[src/rtl/idct_frame_ctrl.sv]
// Frame issue controller for the IDCT path: accepts frame requests, streams beat
// addresses toward the IFFT sink, and tracks frames still inside the IFFT/scaling pipe.
module idct_frame_ctrl #(
  parameter int MAX_INFLIGHT = 2,
  parameter int wAddr        = 11
) (
  input  logic             clk,
  input  logic             rst_sync,
  input  logic             req_valid,
  output logic             req_ready,
  input  logic [11:0]      req_fftpts,
  output logic             out_valid,
  input  logic             out_ready,
  output logic             out_sop,
  output logic             out_eop,
  output logic [11:0]      out_fftpts,
  output logic [wAddr-1:0] rd_addr,
  input  logic             ret_valid,
  input  logic             ret_eop,
  output logic [1:0]       inflight,
  output logic             busy,
  output logic             err_len
);

  typedef enum logic [1:0] {IDLE, STREAM, HOLD} state_t;

  localparam logic [1:0]  MaxInfl = 2'(MAX_INFLIGHT);
  localparam logic [11:0] LenDef  = 12'd2048;

  state_t             state_q, state_d;
  logic [11:0]        cnt_q, cnt_d;
  logic               valid_q, valid_d;
  logic               sop_q, sop_d;
  logic               eop_q, eop_d;
  logic               ready_q, ready_d;
  logic [wAddr-1:0]   addr_q, addr_d;
  logic [11:0]        fpts_q, fpts_d;
  logic [1:0]         infl_q, infl_d;
  logic               busy_q, busy_d;
  logic               err_q, err_d;
  logic               armed_q, armed_d;
  logic               accept, xfer, inc, dec, room, legal;

  always_ff @(posedge clk) begin
    if (rst_sync) begin
      state_q <= IDLE;
      cnt_q   <= '0;
      valid_q <= 1'b0;
      sop_q   <= 1'b0;
      eop_q   <= 1'b0;
      ready_q <= 1'b0;
      addr_q  <= '0;
      fpts_q  <= LenDef;
      infl_q  <= '0;
      busy_q  <= 1'b0;
      err_q   <= 1'b0;
      armed_q <= 1'b0;
    end else begin
      state_q <= state_d;
      cnt_q   <= cnt_d;
      valid_q <= valid_d;
      sop_q   <= sop_d;
      eop_q   <= eop_d;
      ready_q <= ready_d;
      addr_q  <= addr_d;
      fpts_q  <= fpts_d;
      infl_q  <= infl_d;
      busy_q  <= busy_d;
      err_q   <= err_d;
      armed_q <= armed_d;
    end
  end

  always_comb begin
    accept  = (state_q == IDLE) && ready_q && req_valid;
    xfer    = (state_q == STREAM) && valid_q && out_ready;
    inc     = xfer && eop_q;
    dec     = ret_valid && ret_eop && (infl_q != 2'd0);
    legal   = (req_fftpts == 12'd512) || (req_fftpts == 12'd2048);

    infl_d = infl_q;
    if (inc && !dec)      infl_d = infl_q + 2'd1;
    else if (dec && !inc) infl_d = infl_q - 2'd1;
    room = (infl_d < MaxInfl);

    state_d = state_q;
    cnt_d   = cnt_q;
    valid_d = valid_q;
    sop_d   = sop_q;
    eop_d   = eop_q;
    ready_d = 1'b0;
    addr_d  = addr_q;
    fpts_d  = fpts_q;
    err_d   = 1'b0;
    // armed_q keeps req_ready low for the first cycle out of reset
    armed_d = 1'b1;

    case (state_q)
      IDLE: begin
        if (accept) begin
          fpts_d  = legal ? req_fftpts : LenDef;
          err_d   = !legal;
          state_d = STREAM;
          cnt_d   = '0;
          valid_d = 1'b1;
          sop_d   = 1'b1;
          eop_d   = 1'b0;
          addr_d  = '0;
        end else if (req_valid && (infl_q == MaxInfl)) begin
          state_d = HOLD;
        end else begin
          ready_d = room && armed_q;
        end
      end
      STREAM: begin
        if (xfer) begin
          if (eop_q) begin
            state_d = IDLE;
            valid_d = 1'b0;
            sop_d   = 1'b0;
            eop_d   = 1'b0;
            // pre-arm req_ready so a waiting request costs only one idle beat
            ready_d = room;
          end else begin
            cnt_d  = cnt_q + 12'd1;
            addr_d = wAddr'(cnt_d);
            sop_d  = 1'b0;
            eop_d  = (cnt_d == fpts_q - 12'd1);
          end
        end
      end
      HOLD: begin
        if (infl_q < MaxInfl) begin
          state_d = IDLE;
          ready_d = room;
        end
      end
      default: state_d = IDLE;
    endcase

    busy_d = (state_d != IDLE) || (infl_d != 2'd0);
  end

  assign req_ready  = ready_q;
  assign out_valid  = valid_q;
  assign out_sop    = sop_q;
  assign out_eop    = eop_q;
  assign out_fftpts = fpts_q;
  assign rd_addr    = addr_q;
  assign inflight   = infl_q;
  assign busy       = busy_q;
  assign err_len    = err_q;

endmodule

[config.mk]
export PLATFORM = sky130hd
export DESIGN_NAME = idct_frame_ctrl
export DESIGN_NICKNAME = d
export VERILOG_FILES = /design/src/rtl/idct_frame_ctrl.sv
export SDC_FILE = /design/constraint.sdc
export NUM_CORES = 1
export LEC_CHECK = 0
export ABC_AREA = 1
export BUFFER_PORTS_ARGS = -buffer_cell sky130_fd_sc_hd__buf_2
export CAP_MARGIN = 30
export CORE_MARGIN = 8
export CORE_UTILIZATION = 51
export CTS_CLUSTER_DIAMETER = 200
export DETAILED_ROUTE_END_ITERATION = 16
export HOLD_SLACK_MARGIN = 0.1
export MAX_ROUTING_LAYER = met4
export PLACE_DENSITY = 0.77
export RECOVER_POWER = 50
export SLEW_MARGIN = 10
export SYNTH_ARGS = -nofsm -noshare
export SYNTH_HDL_FRONTEND = slang
export SYNTH_SLANG_ARGS = --single-unit
[constraint.sdc]
create_clock -name clk -period 2.3 [get_ports clk]
set_clock_uncertainty 0.05 [all_clocks]
set_input_delay 0 -clock clk [delete_from_list [all_inputs] [get_ports clk]]
set_output_delay 0 -clock clk [all_outputs]
set_load 0.01 [all_outputs]
After elaboration in Yosys (flattened, before gate mapping)
Index checks and enable logic that the tools add are counted.
{ "word_totals": {"register_bits": 46, "inputBits": 18, "out_inout_bits": 31} }
{ "op_classes": {"addsub": 4, "magnitude_cmp": 2, "n_eq_ne": 10, "n_mux": 34, "bitwise_logic": 2, "n_reduce_logical": 26} }
{ "op_table": {"columns": ["cell", "n"], "rows": [
  ["$mux 12", 4],
  ["$mux 11", 3],
  ["$pmux 12 s2", 1],
  ["$pmux 11 s2", 1],
  ["$mux 2", 7],
  ["$mux 1", 13],
  ["$add 12x1->12 const B", 1],
  ["$eq 12x10->1 const B", 1],
  ["$eq 12x12->1", 1],
  ["$eq 12x12->1 const B", 1],
  ["$sub 12x1->12 const B", 1],
  ["$logic_and 1x1->1", 11],
  ["$ne 2x2->1 const B", 4],
  ["$reduce_and 4->1", 2],
  ["$reduce_bool 2->1", 4],
  ["$pmux 1 s2", 3],
  ["$pmux 2 s3", 1],
  ["$eq 2x2->1 const B", 2],
  ["$lt 2x2->1 const B", 2],
  ["$logic_not 1->1", 3],
  ["$pmux 1 s3", 1],
  ["$reduce_and 3->1", 1],
  ["$reduce_or 3->1", 1],
  ["$add 2x1->2 const B", 1],
  ["6 further kinds", 8]
]} }

Depth between registers and ports, before layout
{ "depth": {"word_depth": 13, "depth_mapped": 14, "depth_no_buf": 14} }

Worst setup path before layout
OpenSTA, ideal clock, no wires.
{ "synth_path": {"path_type": "register to register", "from": "register fpts_q[0] (netlist: out_fftpts[0])", "to": "register eop_q (netlist: out_eop)", "setup_ps": 128, "arrival_time_ps": 1519, "setup_slack_ps": 603, "stages_incl_launch_ff": 13, "n_path_buf": 0, "path_cell_list": "dfxtp_1 -> inv_1 -> ha_1 -> nand2_1 -> nor2_1 -> xor2_1 -> inv_1 -> nand2_1 -> nand2_1 -> nand3_1 -> nor2_1 -> nor2_1 -> nor2_1"} }
{ "synth_via": {"elab_chain_cells": 5} }
{ "synth_rtl": {"columns": ["item", "line_no", "source"], "rows": [
  ["from (decl)", "37", "logic [11:0] fpts_q, fpts_d;"],
  ["from (signal assigned)", "53", "fpts_q <= LenDef;"],
  ["from (signal assigned)", "66", "fpts_q <= fpts_d;"],
  ["$sub 12x1->12", "128", "eop_d = (cnt_d == fpts_q - 12'd1);"],
  ["$eq 12x12->1", "128", null],
  ["$mux 1", "117", "if (eop_q) begin"],
  ["$mux 1", "116", "if (xfer) begin"],
  ["$pmux 1 s2", "98", "case (state_q)"],
  ["to (signal assigned)", "63", "eop_q <= eop_d;"],
  ["to (decl)", "34", "logic eop_q, eop_d;"]
]} }
No other way between the ends. The select of a mux whose other input is x is not followed.
A chain may end at the register's enable or synchronous reset.

Final worst setup path
{ "layout_path": {"from": "input port req_fftpts[9]", "to": "register err_q (netlist: err_len)"} }
{ "layout_via": {"elab_chain_cells": 3, "elab_cells_between_ends": 4} }
{ "layout_rtl": {"columns": ["item", "line_no", "source"], "rows": [
  ["from (decl)", "11", "input logic [11:0] req_fftpts,"],
  ["$eq 12x10->1 or $eq 12x12->1 (tied branches)", "79", "legal = (req_fftpts == 12'd512) || (req_fftpts == 12'd2048);"],
  ["$logic_or 1x1->1 (*)", "79", null],
  ["$logic_not 1->1 (*)", "102", "err_d = !legal;"],
  ["to (signal assigned)", "69", "err_q <= err_d;"],
  ["to (decl)", "40", "logic err_q, err_d;"]
]} }
Every way passes the cells marked *; elsewhere a longest branch is shown, timed or not.

==> results.txt <==
sky130_fd_sc_hd__dfxtp_1 takes more of the synthesized area than any other cell. The number of hold violations in the final report is 0. The endpoint required time on the critical path came out at 2.44 ns. Of the total power, the share spent switching nets is 0.240.

The floorplan core area came out at 0.00426 mm². Across the VDD grid, the largest voltage drop is 425 µV. The initial DRC count came out at 146. Dividing the detail-routed via count by the number of cells gives 5.04. The total net switching power is 0.311 mW. In the finished design, the share of the clock period the worst path needs comes to 0.944. The total overflow reported by the global router came out at 0.

The leakage power is 1.21 nW. The port buffer count is 48. The effective utilization at floorplan came out at 0.521. The register bit total from synthesis is 35. The average detailed-routed wire length per instance is 12.6 µm.

The setup slack of the worst register-to-register path is 0.36 ns. In the post-synthesis netlist, the biggest area contributors are sky130_fd_sc_hd__dfxtp_1 (32%), sky130_fd_sc_hd__nand2_1 (22%), sky130_fd_sc_hd__inv_1 (7.3%). The die outline area came out at 0.00673 mm². The total number of nets in the final design is 430. The via count of the first global-routing pass is 2201.

CTS built an H-tree with a depth of 2. Clock-pin slew was measured on the worst setup and hold paths at 0.07 ns. The die is 82.0 µm tall. The normalized max-slew margin is 0.742. The initialized floorplan defines 24 standard-cell rows.

The logic gate share of total power came out at 0.086. The data arrival time at the worst-slack endpoint came out at 2.31 ns. The die extent in x came out at 82.0 µm.

The count of antenna-violating nets left after detailed routing came out at 0. The number of vias in the routed layout is 2322. Entering global routing, the biggest net connects 26 pins. In the final layout, the share of cells above drive strength 1 is 0.0978. The overall routing resource usage is 0.190.

The TritonCTS buffer count is 5. The count of boundary I/O pins came out at 49. For hold timing, the worst endpoint is req_ready. The first-pass GRT wire length is 9.76 mm. The path category of the worst min-delay check is input port to flop.

The worst setup path is captured at a flop. The Yosys step of the flow raised 0 warnings. The detailed placement HPWL came out at 4.42 mm. The clock sink count came out at 35. The slack of the critical path came out at 0.128 ns. Across the run, the number of max-cap violations was 0.

Buffers inserted to repair hold after CTS numbered 7. The hold path depth is 5. The worst hold path begins at ret_valid. The number of instances resized during post-cts repair came out at 0.

The cell count after synthesis came out at 361. The maximum fanout encountered on the critical timing path came out at 3. The worst register-to-register path has a depth of 12. The post-CTS setup repair buffer count is 0. The post-synthesis cell type count is 28. STA classifies the critical path startpoint as an input port. The last weighted congestion value of the routability-driven placer is 0.889. The run finished with clean final reports. For the pin with the worst max-slew slack, the measured transition is 0.387 ns. The area growth from synthesis to layout is 16.0%. The number of nets produced by synthesis is 383.

In this run the critical register-to-register path is launched from out_fftpts[0]. In this run the deepest clock path goes through 2 buffers. Cell internal power was estimated by the tool at 0.986 mW. The count of TritonRoute iterations in the first routing pass is 4. The number of diodes added for antenna fixing is 0. Setup repair after global routing left no endpoint under its margin. The clock latency reported for the late side of the worst-skew pair is 0.29 ns. The total length of routed wires came out at 5.80 mm. OpenSTA, run right after detailed placement, puts the worst setup slack at 0.436 ns. The synthesized netlist occupies a cell area of 0.00222 mm².

Setup violations remaining at the end of the flow were counted as 0. TritonCTS built the clock tree. The endpoint of the worst register-to-register path is out_eop. Based on the critical path, the design can be clocked at up to 461 MHz. The residual DRC count came out at 0.

The clock network fraction of design power came out at 0.429. The tree is rooted in a sky130_fd_sc_hd__clkbuf_8. The total negative slack for setup checks is 0 ns. The share of total power in sequential cells came out at 0.486. The power density of the placed cells is 503 mW/mm². The average instance in the mapped netlist occupies 6.16 µm². The critical path class is input port to flop. The count of pins over their slew limit came out at 0. The clock period minus worst slack is 2.17 ns. The initial antenna violation count came out at 0. The sequential area share after synthesis is 0.315. The proportion of netlist area held by the largest area contributor came out at 0.315.
synth_stat cells:
| cell type | instances |
|---|---|
| sky130_fd_sc_hd__inv_1 | 43 |
| sky130_fd_sc_hd__ha_1 | 4 |
| sky130_fd_sc_hd__clkbuf_1 | 4 |
| sky130_fd_sc_hd__nor3_1 | 16 |
| sky130_fd_sc_hd__nor2_1 | 38 |
| sky130_fd_sc_hd__a211oi_1 | 1 |
| sky130_fd_sc_hd__a21oi_1 | 15 |
| sky130_fd_sc_hd__nand3_1 | 20 |
| sky130_fd_sc_hd__nand3b_1 | 2 |
| sky130_fd_sc_hd__buf_2 | 2 |
| sky130_fd_sc_hd__o21a_1 | 1 |
| sky130_fd_sc_hd__nor2_4 | 3 |
| sky130_fd_sc_hd__buf_4 | 11 |
| sky130_fd_sc_hd__nand4_1 | 9 |
| sky130_fd_sc_hd__a211o_1 | 1 |
| sky130_fd_sc_hd__dfxtp_1 | 35 |
| sky130_fd_sc_hd__o21ai_0 | 4 |
| sky130_fd_sc_hd__nand2_1 | 128 |
| sky130_fd_sc_hd__o221ai_1 | 1 |
| sky130_fd_sc_hd__o21bai_2 | 1 |
| sky130_fd_sc_hd__inv_2 | 2 |
| sky130_fd_sc_hd__o31ai_1 | 1 |
| sky130_fd_sc_hd__nand3_2 | 1 |
| sky130_fd_sc_hd__clkinv_1 | 2 |
| sky130_fd_sc_hd__xor2_1 | 7 |
| sky130_fd_sc_hd__nor2_2 | 2 |
| sky130_fd_sc_hd__nand2_2 | 5 |
| sky130_fd_sc_hd__xnor2_1 | 2 |
sequential cells by signal, indices dropped and copies added, names as in the netlist, 2 cells and up:
register,count
cnt_q,12
out_fftpts,12
inflight,2
state_q,2
worst max-delay path, cell delays in order:
cell	delay, ns
sky130_fd_sc_hd__dlygate4sd3_1	0.53
sky130_fd_sc_hd__buf_2	0.14
sky130_fd_sc_hd__a211o_1	0.26
sky130_fd_sc_hd__dlygate4sd3_1	0.57
sky130_fd_sc_hd__nor3_1	0.19
sky130_fd_sc_hd__dlygate4sd3_1	0.58
sky130_fd_sc_hd__nor2_1	0.04
cells by family after synthesis:
| kind of cell | Yosys count | synth area share |
|---|---|---|
| AND/OR/NAND/NOR | 224 | 0.433 |
| adder cells (fa/ha/maj) | 4 | 0.0225 |
| flip-flops | 35 | 0.315 |
| XOR/XNOR | 9 | 0.0355 |
| AO/OA/AOI/OAI | 25 | 0.0659 |
| buffers and inverters | 64 | 0.128 |
area by class of cell:
type / instances / area [µm²]
Timing Repair Buffer: 57 / 285
Inverter: 47 / 176
Clock buffer: 5 / 68.8
Clock inverter: 3 / 43.8
Sequential cell: 35 / 701
Fill cell: 428 / 1690
Multi-Input combinational cell: 262 / 1240
Tap cell: 52 / 65.1
through the flow:
stage               hold WS, ns   util  total power, mW  cells  cell area (µm²)
finish                    0.139  0.604             1.30    461             2580
floorplan                 0.160      -            0.706    361             2220
global placement          0.266  0.571            0.745    446             2430
global route              0.169  0.604             1.36    461             2580
CTS                       0.114  0.614             1.31    461             2620
detailed placement        0.279  0.571            0.748    446             2430
worst max-delay path by stage:
stage / end / from / cells after the start / slack (ns)
after CTS: err_len / req_fftpts[9] / 7 / 0.19
final: err_len / req_fftpts[9] / 7 / 0.13
after global routing: err_len / req_fftpts[9] / 7 / 0.04
after detailed placement: out_eop / out_fftpts[0] / 12 / 0.44
after global placement: out_eop / out_fftpts[0] / 12 / 0.54
after floorplan: out_eop / out_fftpts[0] / 12 / 0.60
power by group through the flow:
stage,sequential (mW),clock [mW],combinational (mW)
2_1_floorplan,0.646,0,0.0597
3_3_place_gp,0.643,0,0.102
3_5_place_dp,0.643,0,0.105
4_1_cts,0.629,0.571,0.113
5_1_grt,0.631,0.601,0.125
6_report,0.630,0.556,0.111
metal layers:
layer / part of all wire / vias up / GRT usage
li1: - / 1218 / -
met4: 0.020 / 0 / 0.0754
met3: 0.037 / 13 / 0.0263
met2: 0.49 / 55 / 0.324
met1: 0.45 / 1036 / 0.219
met5: 0 / - / -
cells in the final DEF, fill, tap and decap left out, types with 2 or more instances in the layout:
cell type / n
sky130_fd_sc_hd__a21oi_1: 15
sky130_fd_sc_hd__buf_2: 16
sky130_fd_sc_hd__buf_4: 2
sky130_fd_sc_hd__clkbuf_1: 32
sky130_fd_sc_hd__clkbuf_8: 5
sky130_fd_sc_hd__clkinv_1: 2
sky130_fd_sc_hd__dfxtp_1: 35
sky130_fd_sc_hd__dlygate4sd3_1: 7
sky130_fd_sc_hd__ha_1: 4
sky130_fd_sc_hd__inv_1: 43
sky130_fd_sc_hd__inv_2: 2
sky130_fd_sc_hd__nand2_1: 128
sky130_fd_sc_hd__nand2_2: 5
sky130_fd_sc_hd__nand3_1: 20
sky130_fd_sc_hd__nand3b_1: 2
sky130_fd_sc_hd__nand4_1: 9
sky130_fd_sc_hd__nor2_1: 38
sky130_fd_sc_hd__nor2_2: 2
sky130_fd_sc_hd__nor2_4: 3
sky130_fd_sc_hd__nor3_1: 16
sky130_fd_sc_hd__o21ai_0: 4
sky130_fd_sc_hd__xnor2_1: 2
sky130_fd_sc_hd__xor2_1: 7
(Power assumes the default switching activity.)
